### config.mk
export PLATFORM = sky130hd
export DESIGN_NAME = stream_mux_n_flat
export DESIGN_NICKNAME = d
export VERILOG_FILES = /design/src/rtl/stream_mux_n_pkg.sv /design/src/rtl/stream_mux_n_if.sv /design/src/rtl/stream_mux_n_rr_arbiter.sv /design/src/rtl/stream_mux_n.sv /design/src/flat_wrapper.sv
export SDC_FILE = /design/constraint.sdc
export NUM_CORES = 1
export LEC_CHECK = 0
export ABC_AREA = 1
export CORE_ASPECT_RATIO = 0.9
export CORE_MARGIN = 2
export CORE_UTILIZATION = 34
export CTS_BUF_LIST = sky130_fd_sc_hd__clkbuf_8
export CTS_CLUSTER_DIAMETER = 50
export DETAILED_ROUTE_END_ITERATION = 8
export PLACE_DENSITY = 0.85
export SYNTH_ARGS = -nofsm -noshare
export SYNTH_HDL_FRONTEND = slang
export SYNTH_SLANG_ARGS = --single-unit
### constraint.sdc
create_clock -name Clk -period 1.65 [get_ports Clk]
set_input_delay 0.165 -clock Clk [delete_from_list [all_inputs] [get_ports Clk]]
set_output_delay 0.165 -clock Clk [all_outputs]
set_load 0.005 [all_outputs]
### src/rtl/stream_mux_n_pkg.sv
// Shared definitions for the stream multiplexer: mode encodings and the
// channel-index width helper.
package mux_pkg;

    localparam logic MODE_FIXED = 1'b0;
    localparam logic MODE_RR    = 1'b1;

    // A single-channel index still needs one bit, so the width never drops to zero.
    function automatic int idx_width(input int n);
        if (n <= 2) begin
            return 1;
        end else begin
            return $clog2(n);
        end
    endfunction

endpackage

### src/rtl/stream_mux_n_if.sv
// Handshake bundle between N producers, the stream mux and one consumer.
// master = producer/consumer side, slave = the mux itself.
interface stream_mux_n_if
    import mux_pkg::*;
#(
    parameter int Mux_Width  = 8,
    parameter int Num_Inputs = 4,
    parameter int Sel_Width  = idx_width(Num_Inputs)
);
    logic [Num_Inputs*Mux_Width-1:0] In_Data;
    logic [Num_Inputs-1:0]           In_Valid;
    logic [Num_Inputs-1:0]           In_Ready;
    logic [Sel_Width-1:0]            Control;
    logic                            Mode;
    logic [Mux_Width-1:0]            Out_Data;
    logic                            Out_Valid;
    logic                            Out_Ready;
    logic [Sel_Width-1:0]            Out_Chan;

    modport master (
        output In_Data, In_Valid, Control, Mode, Out_Ready,
        input  In_Ready, Out_Data, Out_Valid, Out_Chan
    );

    modport slave (
        input  In_Data, In_Valid, Control, Mode, Out_Ready,
        output In_Ready, Out_Data, Out_Valid, Out_Chan
    );
endinterface

### src/rtl/stream_mux_n_rr_arbiter.sv
// Round-robin arbiter: grants the first requester after the last winner.
// The pointer resets to the top channel so channel 0 wins first.
module rr_arbiter
    import mux_pkg::*;
#(
    parameter int  Num_Inputs = 4,
    localparam int Sel_Width  = idx_width(Num_Inputs)
) (
    input  logic                  Clk,
    input  logic                  Rst,
    input  logic [Num_Inputs-1:0] req,
    input  logic                  adv,
    output logic [Num_Inputs-1:0] gnt,
    output logic [Sel_Width-1:0]  gnt_idx
);
    logic [Sel_Width-1:0]  ptr_r;
    logic [Sel_Width-1:0]  idx_s;
    logic [Sel_Width-1:0]  cidx_s;
    logic [Num_Inputs-1:0] gnt_s;
    logic                  found_s;
    int                    cand_s;

    // Search upward from ptr+1, wrapping past the last channel
    always_comb begin
        gnt_s   = '0;
        idx_s   = '0;
        found_s = 1'b0;
        cand_s  = 0;
        cidx_s  = '0;
        for (int k = 1; k <= Num_Inputs; k++) begin
            cand_s = int'(ptr_r) + k;
            if (cand_s >= Num_Inputs) begin
                cand_s = cand_s - Num_Inputs;
            end else begin
                cand_s = cand_s;
            end
            cidx_s = Sel_Width'(cand_s);
            if (!found_s && req[cidx_s]) begin
                found_s       = 1'b1;
                gnt_s[cidx_s] = 1'b1;
                idx_s         = cidx_s;
            end else begin
                found_s = found_s;
            end
        end
    end

    // Pointer follows the winner only when the grant is actually taken
    always_ff @(posedge Clk) begin
        if (Rst) begin
            ptr_r <= Sel_Width'(Num_Inputs - 1);
        end else if (adv) begin
            ptr_r <= idx_s;
        end else begin
            ptr_r <= ptr_r;
        end
    end

    assign gnt     = gnt_s;
    assign gnt_idx = idx_s;
endmodule

### src/rtl/stream_mux_n.sv
// N:1 stream multiplexer with a registered output stage and valid/ready handshakes.
// Round-robin mode is compiled in only when STREAM_MUX_RR_EN is defined.
module stream_mux_n
    import mux_pkg::*;
#(
    parameter int Mux_Width  = 8,
    parameter int Num_Inputs = 4,
    parameter int Sel_Width  = idx_width(Num_Inputs)
) (
    input logic           Clk,
    input logic           Rst,
    stream_mux_n_if.slave mif
);
    localparam logic [31:0] NUM_IN_U = 32'(Num_Inputs);

    logic                  load_en_s;
    logic                  fixed_ok_s;
    logic                  xfer_s;
    logic [Num_Inputs-1:0] fixed_oh_s;
    logic [Num_Inputs-1:0] gnt_oh_s;
    logic [Num_Inputs-1:0] rdy_s;
    logic [Sel_Width-1:0]  gnt_idx_s;
    logic [Mux_Width-1:0]  data_s;
    logic [Mux_Width-1:0]  out_data_r;
    logic [Sel_Width-1:0]  out_chan_r;
    logic                  out_valid_r;

    assign load_en_s  = !out_valid_r || mif.Out_Ready;
    assign fixed_ok_s = (32'(mif.Control) < NUM_IN_U);

    // Fixed-select decode; an out-of-range Control grants nobody
    always_comb begin
        fixed_oh_s = '0;
        for (int i = 0; i < Num_Inputs; i++) begin
            fixed_oh_s[i] = fixed_ok_s && (mif.Control == Sel_Width'(i));
        end
    end

`ifdef STREAM_MUX_RR_EN
    logic                  rr_mode_s;
    logic [Num_Inputs-1:0] rr_oh_s;
    logic [Sel_Width-1:0]  rr_idx_s;

    assign rr_mode_s = (mif.Mode == MODE_RR);

    rr_arbiter #(
        .Num_Inputs (Num_Inputs)
    ) u_rr_arbiter (
        .Clk     (Clk),
        .Rst     (Rst),
        .req     (mif.In_Valid),
        .adv     (xfer_s && rr_mode_s),
        .gnt     (rr_oh_s),
        .gnt_idx (rr_idx_s)
    );

    // Grant source chosen by Mode each cycle
    always_comb begin
        if (rr_mode_s) begin
            gnt_oh_s  = rr_oh_s;
            gnt_idx_s = rr_idx_s;
        end else begin
            gnt_oh_s  = fixed_oh_s;
            gnt_idx_s = mif.Control;
        end
    end
`else
    logic unused_mode_s;
    assign unused_mode_s = mif.Mode;

    // Fixed-select only build
    always_comb begin
        gnt_oh_s  = fixed_oh_s;
        gnt_idx_s = mif.Control;
    end
`endif

    // Ready goes to the granted channel only while the register can take a word
    always_comb begin
        if (Rst || !load_en_s) begin
            rdy_s = '0;
        end else begin
            rdy_s = gnt_oh_s;
        end
    end

    assign xfer_s = |(rdy_s & mif.In_Valid);

    // AND-OR data select keyed by the one-hot grant
    always_comb begin
        data_s = '0;
        for (int i = 0; i < Num_Inputs; i++) begin
            data_s = data_s | ({Mux_Width{gnt_oh_s[i]}} & mif.In_Data[i*Mux_Width +: Mux_Width]);
        end
    end

    // Output register: load wins over drain so back-to-back transfers stay FULL
    always_ff @(posedge Clk) begin
        if (Rst) begin
            out_valid_r <= 1'b0;
            out_data_r  <= '0;
            out_chan_r  <= '0;
        end else if (xfer_s) begin
            out_valid_r <= 1'b1;
            out_data_r  <= data_s;
            out_chan_r  <= gnt_idx_s;
        end else if (out_valid_r && mif.Out_Ready) begin
            out_valid_r <= 1'b0;
        end else begin
            out_valid_r <= out_valid_r;
        end
    end

    assign mif.In_Ready  = rdy_s;
    assign mif.Out_Data  = out_data_r;
    assign mif.Out_Valid = out_valid_r;
    assign mif.Out_Chan  = out_chan_r;
endmodule

### src/flat_wrapper.sv
// flat-port wrapper written by rule: the top's interface ports become plain ports
module stream_mux_n_flat import mux_pkg::*;
#(
    parameter int Mux_Width  = 8,
    parameter int Num_Inputs = 4,
    parameter int Sel_Width  = idx_width(Num_Inputs)
)
  (Clk, Rst, mif_In_Data, mif_In_Valid, mif_Control, mif_Mode, mif_Out_Ready, mif_In_Ready, mif_Out_Data, mif_Out_Valid, mif_Out_Chan);
  stream_mux_n_if #(.Mux_Width(Mux_Width), .Num_Inputs(Num_Inputs), .Sel_Width(Sel_Width)) mif_i ();
  input logic Clk;
  input logic Rst;
  input wire logic [$bits(mif_i.In_Data)-1:0] mif_In_Data;
  input wire logic [$bits(mif_i.In_Valid)-1:0] mif_In_Valid;
  input wire logic [$bits(mif_i.Control)-1:0] mif_Control;
  input wire logic [$bits(mif_i.Mode)-1:0] mif_Mode;
  input wire logic [$bits(mif_i.Out_Ready)-1:0] mif_Out_Ready;
  output wire logic [$bits(mif_i.In_Ready)-1:0] mif_In_Ready;
  output wire logic [$bits(mif_i.Out_Data)-1:0] mif_Out_Data;
  output wire logic [$bits(mif_i.Out_Valid)-1:0] mif_Out_Valid;
  output wire logic [$bits(mif_i.Out_Chan)-1:0] mif_Out_Chan;
  assign mif_i.In_Data = mif_In_Data;
  assign mif_i.In_Valid = mif_In_Valid;
  assign mif_i.Control = mif_Control;
  assign mif_i.Mode = mif_Mode;
  assign mif_i.Out_Ready = mif_Out_Ready;
  assign mif_In_Ready = mif_i.In_Ready;
  assign mif_Out_Data = mif_i.Out_Data;
  assign mif_Out_Valid = mif_i.Out_Valid;
  assign mif_Out_Chan = mif_i.Out_Chan;
  stream_mux_n #(.Mux_Width(Mux_Width), .Num_Inputs(Num_Inputs), .Sel_Width(Sel_Width)) u_core (.Clk(Clk), .Rst(Rst), .mif(mif_i));
endmodule
==> results.txt <==
----------------------------------------------------
[Yosys]
  Proportion of netlist area held by the largest area contributor ... 0.2983
  Most area-hungry cell type in the Yosys netlist ... dfxtp_1
  Sequential element share of the synthesized area ... 0.2983
  Synth Register Bits ... 11
  Mapped Nets ... 171
  Dominant synthesized flop cell ... dfxtp_1
  Mean Syn Cell Area ... 5.723 um^2
  Share of synthesized registers carrying an async set or reset ... 0
  Summed instance area of the synthesized netlist ... 738.2 um^2
  Gate count after technology mapping ... 129
  Number of synthesized flops with an enable pin ... 0
  Synth unique cells ... 15
  Top post-synthesis cells by area ... dfxtp_1 (30%), nand2_1 (27%), nor2_1 (11%), nand4_1 (7.6%), inv_1 (6.6%)
  Number of warnings reported in the yosys synthesis log ... 0

[Cells and area]
  Fraction of final layout cells with drive strength greater than 1 ... 0.1231
  Leading cell type in the layout, fill and taps excluded ... nand2_1
  # nets final ... 238
  Leading cell types in the layout, fill and taps excluded ... nand2_1 (53), clkdlybuf4s50_1 (50), nor2_1 (22)
  Area added between synthesis and finish ... 92.71%
  ANT cells ... 0

[Routing]
  First-pass iteration count of the detailed router ... 4
  Wire length per cell after detailed routing ... 10.30 um
  Total detailed-routing wirelength ... 2.267 mm
  Highest routing layer actually used ... met3
  Wire length on met1 ... 889 um
  Overall via count from detail_route ... 996
  Total met3 wirelength after detailed routing ... 175 um
  Iteration-0 DRC count of the detailed router ... 17
  Vias per cell ... 4.527
  Remaining design rule violation count ... 0
  Routed met2 length ... 1.203 mm
  Antenna viol nets, final ... 0

[STA]
  Highest clock frequency the design can meet ... 671.5 MHz
  Final critical path time including I/O delays and setup ... 1489 ps
  Relative slew slack ... 0.8508
  Final count of pins violating max slew ... 0
  Final-report hold violation count ... 0
  Unrepaired setup endpoints after global routing ... false
  Period utilization ... 0.9026
  Endpoints failing setup ... 0
  Tightest Pin Transition ... 223.7 ps
  Worst clock skew ... 0.8036 ps
  Sum of negative setup slack ... 0 ps

[Place]
  Port bufs ... 55
  Final RePlAce weighted congestion ... 0.7116
  HPWL after DPL ... 1.917 mm

[GRT]
  Aggregate global routing overflow ... 0
  Wire length of the first global-routing pass ... 3.795 mm
  Vias in the first global route ... 990
  Initial antenna violation count ... 0
  Pin count of the biggest net entering global routing ... 13
  Overall routing resource usage ... 0.2056

[Worst setup path]
  Setup slack of the most critical reg-to-reg path ... 330 ps
  Critical Path Source Type ... input pin
  Critical Path Fanout Max ... 4
  Data required, critical path ... 1480 ps
  Critical register-to-register path startpoint ... u_core.mif.Out_Valid
  End of the worst register-to-register path ... u_core.mif.Out_Data[5]
  Worst Setup End Kind ... primary output
  FF-to-FF path depth ... 9
  Critical path class ... input pin to primary output
  Endpoint arrival time on the critical path ... 1320 ps

[Clocking]
  Clock tree from TritonCTS ... done
  Clock transition at the registers of the reported paths ... 50 ps
  Root Buffer Master ... clkbuf_8
  Total of hold buffers inserted after clock tree synthesis ... 0
  H-tree depth ... 1
  Number of clock buffers inserted by TritonCTS ... 3
  Worst-skew pair later-pin latency ... 230 ps
  Sink Count ... 11
  Maximum buffer depth of the clock tree ... 2

[Run status]
  Result of the run ... complete, no violations

[Worst hold path]
  End point of the most critical hold path ... u_core.mif.Out_Chan[1]
  Launch instance of the worst min-delay path ... u_core.mif.Out_Chan[1]
  Number of cells on the worst hold path ... 2
  Type of the worst min-delay path ... flop to flop

[Floorplanning]
  Number of top-level pins ... 57
  Number of core rows ... 15
  Initial core utilization ... 0.3711
  Standard cell core area ... 1989 um^2
  Width of the die ... 53.12 um
  Height of the die ... 48.21 um
  DIE AREA ... 2560 um^2

[Pwr]
  Total power after layout ... 0.8736 mW
  Largest vdd supply drop ... 0.0005605 V
  Reported leakage power ... 0.6816 nW
  Power density normalized to cell area ... 614.1 nW/um^2

[Flow run]
  Number of maximum-capacitance violations ... 0

----------------------------------------------------
## flip-flops by register name, summed over array words and instances (netlist names)
register,count
u_core.mif.Out_Data,8
u_core.mif.Out_Chan,2
u_core.mif.Out_Valid,1
## what timing repair did
action | 4_1_cts | 5_1_grt
endpoints found under the hold margin | 0 | 0
resized for setup | 7 | 0
endpoints found under the setup margin | 4 | 0
buffers inserted | 1 | 0
## critical path, stage by stage
cell and delay, ps:
clkdlybuf4s50_1 450, inv_1 60, a21oi_2 190, inv_2 70
nor3_1 130, dlygate4sd2_1 260
## cells in the mapped netlist (3+ instances only)
cell,instances
dfxtp_1,11
nand2_1,53
inv_2,3
nand3_1,3
nor2_1,22
inv_1,13
nor2_2,3
nand4_1,9
## kinds of logic (layout without fill, tap and decap cells)
family / after synthesis / count (layout) / synth area share
AO/OA/AOI/OAI: 4 / 4 / 0.02712
buffers and inverters: 19 / 85 / 0.1186
flip-flops: 11 / 11 / 0.2983
AND/OR/NAND/NOR: 95 / 95 / 0.5559
## worst max path at each step
stage                         from                endpoint  slack [ps]  cells past startpoint
floorplan           mif_Control[0]  u_core.mif.Out_Data[5]         430                      8
CTS                  mif_Out_Ready         mif_In_Ready[2]         180                      6
finish               mif_Out_Ready         mif_In_Ready[2]         160                      6
global placement     mif_Out_Ready         mif_In_Ready[2]        -150                      6
detailed placement   mif_Out_Ready         mif_In_Ready[2]        -190                      6
global route         mif_Out_Ready         mif_In_Ready[2]          70                      6
## per-stage QoR
step	utilization	hold slack, ps	instance area, um^2	setup slack [ps]	cells
6_report	0.7151	479.4	1423	160.8	220
5_1_grt	0.7151	500.6	1423	73.74	220
4_1_cts	0.7151	482.9	1423	184.6	220
3_5_place_dp	0.6899	471.1	1373	-194.8	215
3_3_place_gp	0.6899	452.4	1373	-148.8	215
2_1_floorplan	-	234.1	738.2	426.5	129
## per-layer routing
layer,GRT usage,vias up
met2,0.4475,35
met1,0.1967,431
met5,0,-
li1,-,530
met3,0.06748,0
met4,0.01538,0
## where the power goes
part | total (mW) | switching [mW] | internal (mW)
sequential | 0.306 | 0.0136 | 0.292
clock | 0.255 | 0.0920 | 0.162
combinational | 0.314 | 0.122 | 0.192
total | 0.874 | 0.228 | 0.646
## area by class of cell
cell class	instances	area (um^2)
Clock buffer	3	41.29
Timing Repair Buffer	65	631.9
Clock inverter	1	3.754
Multi-Input combinational cell	99	434.2
Sequential cell	11	220.2
Tap cell	25	31.28
Fill cell	175	566.8
Inverter	16	60.06
(Power assumes the default switching activity.)
==> variant 1, RTL diff (same flow settings) <==
Add a define of `STREAM_MUX_RR_EN`.
--- a/src/rtl/stream_mux_n.sv
+++ b/src/rtl/stream_mux_n.sv
@@ -1,5 +1,7 @@
 // N:1 stream multiplexer with a registered output stage and valid/ready handshakes.
 // Round-robin mode is compiled in only when STREAM_MUX_RR_EN is defined.
+`define STREAM_MUX_RR_EN
+
 module stream_mux_n
     import mux_pkg::*;
 #(
Behaviour: not the same (a bounded check fails within 4 cycles, from zero or initial values and one cycle with Rst high).
==> variant 1 against the original RTL <==
- the flow now finishes with violations (negative setup slack)
- power increased by 110%
- sequential cell count rose by 2
- routed wire length grew 120%
- area after synthesis up 83%
- synthesized cell count up 64%
- setup slack worse by 0.65 ns
- sequential share of layout area fell by 4.4 points
- design area grew 68%
==> variant 1: results <==
metrics = {
    "run_status": {
        "outcome": "complete, but fails checks",
        "violations": "negative setup slack",
    },
    "drt": {
        "routed_via_density": 5.18,
        "drtIter0Drc": 106,
        "firstDrtPassIters": 5,
        "met3WireLength_um": 297,
    },
    "critical_path": {
        "worst_ep_arrival_time_ns": 2.32,
        "cp_max_fo": 7,
        "rr_endpoint": "u_core.mif.Out_Data[1]",
        "r2r_cells": 16,
        "start_kind": "flop",
    },
    "logic_synthesis": {
        "synth.distinct_cells": 26,
        "synth_compound_area_frac": 0.123,
        "synthTopCellsByArea": "dfxtp_1 (19%), nand2_1 (18%), nand3_1 (12%)",
    },
    "sta": {
        "setup_slack_ns": -0.491,
        "hold_slack_ns": 0.463,
        "setup_viol": 17,
        "fin_setup_tns_ns": -7.43,
        "clock_skew_ns": 0.00107,
        "slew_headroom": 0.734,
    },
    "final_layout": {
        "drive_gt1_frac": 0.337,
    },
    "placed_design": {
        "globalplace.congestion": 0.950,
        "dpl_cell_area_um2": 2150,
        "io_buffers": 56,
    },
    "power_and_ir_drop": {
        "p_switching_mw": 0.750,
        "leakagePower_nw": 1.05,
    },
    "grt": {
        "grt_use_total": 0.203,
    },
    "min_path": {
        "hold_end": "u_core.mif.Out_Data[2]",
    },
}
variant 1: cell count changes in the layout (fill, tap and decap cells not counted), moves of 7 or more:
| cell | delta |
|---|---|
| a21oi_2 | +8 |
| nand2_2 | +15 |
| buf_4 | +17 |
| nor2_1 | -17 |
| ha_1 | +7 |
| nand3_1 | +28 |
variant 1: repair_timing:
action	in CTS	in global routing
gates resized for setup	27	30
setup endpoints to repair	17	17
setup buffers	1	2
pin swaps	15	28
gates cloned	0	2
variant 1: final cells by class:
cell class	count	area, um^2	share of cell area
Tap cell	46	57.6	0.0241
Inverter	22	92.6	0.0387
Sequential cell	13	265	0.111
Multi-Input combinational cell	173	1140	0.475
Clock inverter	1	5.00	0.00209
Timing Repair Buffer	85	792	0.331
Clock buffer	3	41.3	0.0173
variant 1: routing by layer:
metal	vias up	global-route usage
met4	0	0.0240
met5	-	0
met2	76	0.349
met3	4	0.0288
met1	817	0.275
li1	881	-
variant 1: worst max-delay path: cells and delay by family, from the launching register on:
kind	cells	cell delay [ns]
AOI/OAI and AO/OA	1	0.11
adders and majority gates	1	0.26
buffers and inverters	3	0.30
DFF	1	0.34
and+or+nand+nor	11	1.07
variant 1: through the flow:
stage / std cells / setup WS [ns]
after global placement: 334 / -0.560
final: 343 / -0.491
after floorplan: 212 / -0.491
after CTS: 339 / -0.430
after global routing: 343 / -0.616
after detailed placement: 334 / -0.643
variant 1: power by group through the flow:
stage	clock network (mW)	registers, mW	logic, mW
floorplan	0	0.395	0.531
global placement	0	0.387	0.925
detailed placement	0	0.389	0.948
CTS	0.283	0.384	0.988
global route	0.310	0.398	1.22
finish	0.275	0.393	1.14
variant 1: kinds of logic after synthesis:
group / count (synthesis)
AOI/OAI and AO/OA: 24
buffers and inverters: 27
and+or+nand+nor: 140
DFF: 13
adders and majority gates: 8
==> variant 2, RTL diff (config.mk and constraints unchanged) <==
Made on the original files. Make the reset (`Rst`) asynchronous in one clocked block.
--- a/src/rtl/stream_mux_n.sv
+++ b/src/rtl/stream_mux_n.sv
@@ -95,7 +95,7 @@
     end
 
     // Output register: load wins over drain so back-to-back transfers stay FULL
-    always_ff @(posedge Clk) begin
+    always_ff @(posedge Clk or posedge Rst) begin
         if (Rst) begin
             out_valid_r <= 1'b0;
             out_data_r  <= '0;
Function: differs if Rst is asserted again (counterexample within 4 cycles, from zero or initial values and one cycle with Rst high); with Rst held inactive, the same outputs for 10 cycles.
==> variant 2 against the original RTL <==
- register-to-register slack got worse by 0.02 ns
- routed wire length rose by 12%
- setup slack worse by 0.029 ns
- design area increased by 5.7%
- power increased by 21%
- sequential cell count unchanged
- area after synthesis rose by 6.9%
- critical endpoint is now u_core.mif.Out_Data[3]
==> variant 2: results <==
metrics = {
    "logic_synthesis": {
        "yosysWarnings": 0,
        "synth_common_cells": "nand2_1 (54), dfrtp_1 (11), nand4_1 (8)",
        "syn_nets": 151,
        "muxShareOfSynthArea": 0,
        "synth.distinct_cells": 19,
        "async_flop_share": 1.00,
        "synthTopCellsByArea": "dfrtp_1 (35%), nand2_1 (26%), nand4_1 (6.3%)",
        "synth_compound_area_frac": 0.0634,
        "ys_seq_area_frac": 0.349,
        "synth_ff_type": "dfrtp_1",
        "avgSynthCellArea_um2": 7.24,
    },
    "power_and_ir_drop": {
        "ir_drop_v": 0.000911,
        "pwr-share-seq": 0.352,
        "pwr-share-comb": 0.411,
        "leakagePower_nw": 0.727,
        "pg_comb_mw": 0.436,
        "p_switching_mw": 0.285,
    },
    "clock_tree": {
        "ctsHtreeMaxLevel": 1,
        "clock_latency_ns": 0.23,
        "clk_path_buf_depth": 2,
        "cts_made_buffers": 3,
        "post_cts_buffers": 1,
    },
    "critical_path": {
        "critical-path-max-stage-delay_ns": 0.61,
        "crit_path_start": "mif_Control[0]",
        "r2r_cells": 8,
        "r2r-start": "u_core.mif.Out_Valid",
        "cp_max_fo": 7,
        "rr_endpoint": "u_core.mif.Out_Data[5]",
        "cp-endpoint": "u_core.mif.Out_Data[3]",
        "r2r_slack_ns": 0.31,
        "worst_ep_arrival_time_ns": 1.63,
    },
    "grt": {
        "grt_use_total": 0.206,
        "grt_start_max_net_pins": 12,
        "grt_pass1_wl_um": 4130,
        "grt_pass1_vias": 936,
    },
    "final_layout": {
        "drive_gt1_frac": 0.183,
        "nFillCells": 185,
        "fin_cells": 207,
        "fin_nets": 223,
    },
    "sta": {
        "tightest_slew_ns": 0.293,
        "hold_slack_ns": 0.370,
        "clock_skew_ns": 0.00180,
        "setup_slack_ns": 0.132,
    },
    "placed_design": {
        "pre_cts_slack_ns": -0.185,
        "io_buffers": 55,
        "globalplace.congestion": 0.758,
        "place_hpwl_um": 2170,
        "dpl_cell_area_um2": 1450,
        "dp_cells": 202,
    },
    "drt": {
        "routed_via_density": 4.79,
        "drtIter0Drc": 29,
        "wl_per_cell_um": 12.3,
    },
    "run_status": {
        "outcome": "finished, final reports clean",
    },
    "min_path": {
        "hold_path_class": "primary input to async pin",
    },
}
[variant 2: cell count changes after synthesis, moves of 2 or more]
cell / change
inv_2: -2
dfrtp_1: +11
nor2_8: +2
o21ai_1: +4
nand4_2: +2
buf_6: +2
o21ai_0: +3
nor2_2: -2
inv_1: -9
dfxtp_1: -11
inv_4: +2
nor2_1: -21
[variant 2: cell type report]
cell class | instances | area [um^2] | area share
Clock inverter | 1 | 3.75 | 0.00250
Timing Repair Buffer | 71 | 677 | 0.450
Sequential cell | 11 | 275 | 0.183
Clock buffer | 3 | 41.3 | 0.0275
Tap cell | 27 | 33.8 | 0.0225
Inverter | 7 | 31.3 | 0.0208
Multi-Input combinational cell | 87 | 442 | 0.294
[variant 2: layer usage]
metal	track usage	part of all wire
met3	0.0606	0.058
met5	0	0
met1	0.246	0.41
met2	0.355	0.52
met4	0.0417	0.0071
[variant 2: kinds of logic after synthesis]
group	after synthesis
and+or+nand+nor	77
DFF	11
buffers and inverters	11
AOI/OAI and AO/OA	10
